==> src/rtl/phase_monitor_4004.sv <==
`timescale 1ns/1ps
`default_nettype none
// ============================================================================
// Module   : phase_monitor_4004
// Function : Recovers 4004 instruction-cycle period from clk1/clk2/sync and
//            flags malformed clocking, all in the eclk domain.
// Revision : 1.0
// ============================================================================
module phase_monitor_4004 #(
    parameter int QCYC = 8,
    parameter int CW   = 8
) (
    input  logic       eclk,
    input  logic       ereset,
    input  logic       clk1,
    input  logic       clk2,
    input  logic       sync,
    output logic [2:0] phase,
    output logic       phase_stb,
    output logic       locked,
    output logic [4:0] err
);

    localparam logic [CW-1:0] c_QCYC  = CW'(QCYC);
    localparam logic [CW-1:0] c_STALL = CW'(2 * QCYC);
    localparam logic [CW-1:0] c_MAX   = {CW{1'b1}};
    localparam logic [CW-1:0] c_ONE   = CW'(1);
    localparam logic [2:0]    c_X3    = 3'd7;

    localparam int c_ERR_OVL   = 0;
    localparam int c_ERR_WIDTH = 1;
    localparam int c_ERR_ORDER = 2;
    localparam int c_ERR_STALL = 3;
    localparam int c_ERR_SYNC  = 4;

    logic          clk1_q, clk2_q;
    logic          rise1, rise2, fall1, fall2;
    logic [CW-1:0] hi1_q, hi1_d;
    logic [CW-1:0] hi2_q, hi2_d;
    logic [CW-1:0] gap_q, gap_d;
    logic          last_q, last_d;     // 1: clk2 rose most recently
    logic          pend_q, pend_d;
    logic [2:0]    phase_q, phase_d;
    logic          stb_q, stb_d;
    logic          locked_q, locked_d;
    logic [4:0]    err_q, err_d;
    logic [4:0]    err_evt;
    logic          lock_req;

    always_comb begin
        rise1 = clk1 & ~clk1_q;
        rise2 = clk2 & ~clk2_q;
        fall1 = ~clk1 & clk1_q;
        fall2 = ~clk2 & clk2_q;
    end

    // High-width counters: load on the rising edge, saturate while high.
    always_comb begin
        hi1_d = hi1_q;
        if (rise1) begin
            hi1_d = c_ONE;
        end else if (clk1 && (hi1_q != c_MAX)) begin
            hi1_d = hi1_q + c_ONE;
        end

        hi2_d = hi2_q;
        if (rise2) begin
            hi2_d = c_ONE;
        end else if (clk2 && (hi2_q != c_MAX)) begin
            hi2_d = hi2_q + c_ONE;
        end

        gap_d = gap_q;
        if (clk1 || clk2) begin
            gap_d = '0;
        end else if (gap_q != c_MAX) begin
            gap_d = gap_q + c_ONE;
        end
    end

    always_comb begin
        err_evt  = '0;
        last_d   = last_q;
        pend_d   = pend_q;
        phase_d  = phase_q;
        stb_d    = rise1;
        lock_req = 1'b0;

        err_evt[c_ERR_OVL]   = clk1 & clk2;
        err_evt[c_ERR_WIDTH] = (fall1 && (hi1_q != c_QCYC)) ||
                               (fall2 && (hi2_q != c_QCYC));
        // Fires only on the transition into the stall threshold.
        err_evt[c_ERR_STALL] = (gap_d == c_STALL) && (gap_q != c_STALL);

        if (rise1 && rise2) begin
            err_evt[c_ERR_ORDER] = 1'b1;
        end else if (rise1) begin
            err_evt[c_ERR_ORDER] = ~last_q;
            last_d               = 1'b0;
        end else if (rise2) begin
            err_evt[c_ERR_ORDER] = last_q;
            last_d               = 1'b1;
        end

        if (rise1) begin
            if (pend_q) begin
                phase_d  = 3'd0;
                pend_d   = 1'b0;
                lock_req = 1'b1;
                err_evt[c_ERR_SYNC] = locked_q && (phase_q != c_X3);
            end else begin
                phase_d  = phase_q + 3'd1;
                err_evt[c_ERR_SYNC] = locked_q && (phase_q == c_X3);
            end
        end

        // A sync seen at fall2 is consumed by the following rise1.
        if (fall2 && sync) begin
            pend_d = 1'b1;
        end

        err_d    = err_q | err_evt;
        locked_d = locked_q;
        if (|err_evt) begin
            locked_d = 1'b0;
        end else if (lock_req) begin
            locked_d = 1'b1;
        end
    end

    always_ff @(posedge eclk or posedge ereset) begin
        if (ereset) begin
            clk1_q   <= 1'b0;
            clk2_q   <= 1'b0;
            hi1_q    <= '0;
            hi2_q    <= '0;
            gap_q    <= '0;
            last_q   <= 1'b1;
            pend_q   <= 1'b0;
            phase_q  <= 3'd0;
            stb_q    <= 1'b0;
            locked_q <= 1'b0;
            err_q    <= '0;
        end else begin
            clk1_q   <= clk1;
            clk2_q   <= clk2;
            hi1_q    <= hi1_d;
            hi2_q    <= hi2_d;
            gap_q    <= gap_d;
            last_q   <= last_d;
            pend_q   <= pend_d;
            phase_q  <= phase_d;
            stb_q    <= stb_d;
            locked_q <= locked_d;
            err_q    <= err_d;
        end
    end

    assign phase     = phase_q;
    assign phase_stb = stb_q;
    assign locked    = locked_q;
    assign err       = err_q;

endmodule
`default_nettype wire

==> config.mk <==
export PLATFORM = sky130hd
export DESIGN_NAME = phase_monitor_4004
export DESIGN_NICKNAME = d
export VERILOG_FILES = /design/src/rtl/phase_monitor_4004.sv
export SDC_FILE = /design/constraint.sdc
export NUM_CORES = 1
export LEC_CHECK = 0
export CORE_ASPECT_RATIO = 1.4
export CORE_MARGIN = 5
export CORE_UTILIZATION = 30
export DETAILED_ROUTE_END_ITERATION = 10
export PLACE_DENSITY = 0.44
export SLEW_MARGIN = 10
export SYNTH_ARGS = -nofsm -noshare
export SYNTH_HDL_FRONTEND = slang
export SYNTH_SLANG_ARGS = --single-unit
==> constraint.sdc <==
create_clock -name eclk -period 2.1 [get_ports eclk]
set_clock_uncertainty 0.15 [all_clocks]
set_input_delay 0.315 -clock eclk [delete_from_list [all_inputs] [get_ports eclk]]
set_output_delay 0.315 -clock eclk [all_outputs]
set_load 0.02 [all_outputs]
Word level (Yosys, flattened, before mapping)
Index checks and enable logic that the tools add are counted.
- flip-flop bits (word level): 38
- bits of input ports: 5
- word-level logic and storage cells: 74
- add/subtract/negate cells: 4
- eq/ne operators: 9
- muxes and demuxes: 20
- bitwise logic cells: 12
- reductions and logical operators: 18
- operators by type and width (operator ; count):
    2-to-1 mux 8 bit ; 6
    adder 8 x 1 -> 8 bit, second input constant ; 3
    inequality test 8 bit, second input constant ; 3
    inequality test 8 x 4 -> 1 bit, second input constant ; 2
    2-to-1 mux 1 bit ; 13
    nonzero test 2 bit ; 5
    logical AND 1 bit ; 9
    equality test 8 x 5 -> 1 bit, second input constant ; 1
    inequality test 8 x 5 -> 1 bit, second input constant ; 1
    NOT 1 bit ; 6
    AND 1 bit ; 5
    OR 5 bit ; 1
    OR reduction 5 bit ; 1
    adder 3 x 1 -> 3 bit, second input constant ; 1
    equality test 3 bit, second input constant ; 1
    2-to-1 mux 3 bit ; 1
    inequality test 3 bit, second input constant ; 1
    logical OR 1 bit ; 2
    AND reduction 2 bit ; 1

Depth between registers and ports, before layout
- depth in word-level cells: 7
- mapped depth: 7
- mapped depth without buffers: 7

Least setup slack after synthesis
OpenSTA, ideal clock, no wires.
- path kind: reg-to-reg
- from: reg gap_q[0]
- to: reg err_q[3] (netlist: err[3])
- arrival: 1.660 ns
- data required time: 1.832 ns
- setup slack: 0.172 ns
- cell stages (with the launch flop): 8
- buffers on the path: 0
- path through: dfrtp_1 inv_1 ha_1 or4b_1 or3_1 a21oi_1 nor2_1 a21o_1
- word-level cells in the longest chain between the ends: 6
- RTL lines (item ; line ; text):
    from (decl) ; 40 ; logic [CW-1:0] gap_q, gap_d;
    from (signal assigned) ; 149 ; gap_q <= gap_d;
    adder 8 x 1 -> 8 bit / inequality test 8 bit (equally long branches) ; 77, 76 ;
    2-to-1 mux 8 bit ; 76 ; end else if (gap_q != c_MAX) begin
    2-to-1 mux 8 bit ; 74 ; if (clk1 || clk2) begin
    equality test 8 x 5 -> 1 bit ; 93 ; err_evt[c_ERR_STALL] = (gap_d == c_STALL) && (gap_q != c_STALL);
    logical AND 1 bit (*) ; 93 ;
    OR 5 bit (*) ; 122 ; err_d = err_q | err_evt;
    named net err_d[3] ; 46 ; logic [4:0] err_q, err_d;
    to (signal assigned) ; 155 ; err_q <= err_d;
    to (decl) ; 46 ;
Mark *: on every way through the listed nets, which the timed path passes. The rest lies on a longest branch.
A chain may end at the register's enable or synchronous reset.

Worst setup path in the final report
Same ends and word-level chain as after synthesis.

==> run summary <==
# port buffers = 14
DRT Pass-1 Iters = 4
Grt ovf = 0
Static Leak = 0.00108 uW
Htree depth = 2
Synthesized area per cell = 9.48 um2
Cells after Synth = 205
Routed length per placed instance = 13.3 um
DRT iter0 DRCs = 50
Final Net Count = 248
Register bit total from synthesis = 38
Worst-path clk slew = 0.08 ns
CP Cell Sequence = inv_2 > ha_1 > or4b_1 > or3_1 > a21oi_2 > nor2_1 > a21o_1
CP max stage cell = dfrtp_1
Clk root buf = clkbuf_8
Worst path arrival time = 2.05 ns
CTS Buf Count = 5
Routed WL = 4100 um
Pin count of the biggest net entering global routing = 39
Crit start category = flip-flop
DIE AREA = 0.00821 mm2
# diodes = 0
Final Instance Area = 0.00239 mm2
Area Overhead vs Synth = 22.9%
Status = complete, no violations
CP Capture Type = flip-flop
Slew HR = 0.713
Commonest non-fill, non-tap cell in the layout = dfrtp_1
CP Max Fanout = 5
Layout cells sized above 1 = 0.123
Sequential share of the synthesized area = 0.490
Tcrit/Tclk final = 0.958
First-pass GRT wire length = 7200 um
DP Area = 0.00226 mm2
Max Cap Viol = 0
Setup tns final = 0 ns
Final ANT Viol Nets = 0
Initial antenna violation count = 0
Crit path required time = 2.14 ns
Pwr dens = 733 mW/mm2
Die height = 105 um
Die width = 78.0 um
Hold Slack = 0.218 ns
Fin crit period = 2.01 ns
Clock Sinks = 38
Fmax achieved = 497 MHz
Crit-path max cell delay = 0.43 ns
CTS Hold Bufs = 0
Commonest cells after routing, fill and taps aside = 37 x dfrtp_1, 20 x nand2_1, 20 x nor2_1, 14 x clkdlybuf4s50_1, 13 x inv_1
Global Route Usage Sum = 0.109
CTS tree = done
Placer's final routability congestion estimate = 0.717
I/O Pins = 15
Pwr Total = 1750 uW
Num rows = 34
Buf+Inv Stages, Crit Path = 1
Synth cell types = 36
Vias per std cell = 4.92
Worst-Margin Slew = 0.431 ns
Worst-skew pair later-pin latency = 0.28 ns
Kind of critical path = reg -> reg
RSZ-0062 raised after global routing = false
Slew Limit Fails = 0
DRC Markers = 0
Number of synthesis warnings = 0
Dpl hpwl = 3020 um
Setup Viol. Count Final = 0
CTS Buffer Depth = 2
Hold WC Path Type = in -> async
Syn_nets = 218
Core area = 0.00625 mm2
Cell Area, Synth = 0.00194 mm2
Vias in the first global route = 1,540
Initial core utilization = 0.311
Fin. Hold Viols = 0
Vias = 1,515
Maximum vdd drop = 0.315 mV
Worst path top cell family by delay = simple AND/OR/NAND/NOR gates
metal layers:
| layer | wire (um) | track usage | vias up |
|---|---|---|---|
| li1 | - | - | 780 |
| met1 | 1830 | 0.135 | 707 |
| met2 | 2050 | 0.179 | 23 |
| met3 | 152 | 0.0307 | 5 |
| met4 | 70 | 0.0423 | 0 |
| met5 | 0 | 0 | - |
synth_stat cells (all sizes together):
master,instances,area [um2]
nand2,20,75.1
a211oi,2,15.0
a31o,1,8.76
or2,1,6.26
dfrtp,37,926
or4b,1,10.0
inv,15,56.3
nand2b,4,25.0
mux2i,1,10.0
nor2b,1,6.26
a21o,3,22.5
buf,1,5.00
a21oi,12,60.1
a32oi,1,8.76
and4,3,27.5
nand4,6,37.5
or3,2,12.5
nor2,20,75.1
nor3,9,45.0
ha,8,100
nand3b,2,15.0
nand3,8,40.0
clkbuf,3,11.3
o21ai,10,50.1
nor4bb,2,20.0
o211ai,2,15.0
and3,7,46.3
dfstp,1,26.3
xor2,6,52.6
nor4,1,6.26
a22o,2,17.5
a31oi,3,18.8
o31ai,1,12.5
xnor2,9,78.8
worst paths after layout:
kind	startpoint	endpoint	slack [ns]	cells past startpoint
hold / removal	ereset	phase[0]	0.22	3
min in group eclk	err[3]	err[3]	0.31	1
setup reg to reg	gap_q[0]	err[3]	0.09	7
max in group asynchronous	ereset	last_q	1.31	3
setup / recovery	gap_q[0]	err[3]	0.09	7
hold reg to reg	err[3]	err[3]	0.31	1
stage by stage:
step	setup slack, ns	util	instances
floorplan	0.172	-	205
global placement	0.0346	0.361	299
detailed placement	0.0381	0.361	299
CTS	0.0258	0.378	307
global route	0.00855	0.382	308
finish	0.0874	0.382	308
logic make-up (layout without fill, tap and decap cells):
logic type	after synthesis	in the layout	share of synthesized area
AOI/OAI and AO/OA	37	37	0.118
xor gates and xnor gates	15	15	0.0676
adders and majority gates	8	8	0.0515
buffers and inverters	19	50	0.0373
DFF	38	38	0.490
muxes	1	1	0.00515
and+or+nand+nor	87	87	0.231
where the power goes:
group | leakage (uW) | internal (uW) | switching [uW] | total (uW)
sequential | 0.000490 | 794 | 65.7 | 859
combinational | 0.000541 | 137 | 143 | 280
clock | 0.0000524 | 356 | 256 | 612
area by class of cell:
| type | instances | area, um2 |
|---|---|---|
| Tap cell | 72 | 90.1 |
| Inverter | 15 | 56.3 |
| Fill cell | 646 | 3860 |
| Clock buffer | 7 | 76.3 |
| Sequential cell | 38 | 952 |
| Clock inverter | 1 | 30.0 |
| Multi-Input combinational cell | 148 | 933 |
| Timing Repair Buffer | 27 | 250 |
worst min-delay path: stages:
cell and delay (ns):
clkdlybuf4s50_1 0.39, inv_1 0.09, buf_12 0.22
repair_timing:
| item | 4_1_cts | 5_1_grt |
|---|---|---|
| endpoints found under the setup margin | 0 | 8 |
| buffers inserted | 0 | 1 |
| gates resized for setup | 0 | 5 |
registers in the layout, summed over array words and instances, names as in the netlist:
signal     cells
locked         1
hi2_q          8
phase_stb      1
gap_q          8
pend_q         1
hi1_q          8
clk1_q         1
phase          3
last_q         1
err            5
clk2_q         1
Power figures use the tool's default switching activity.
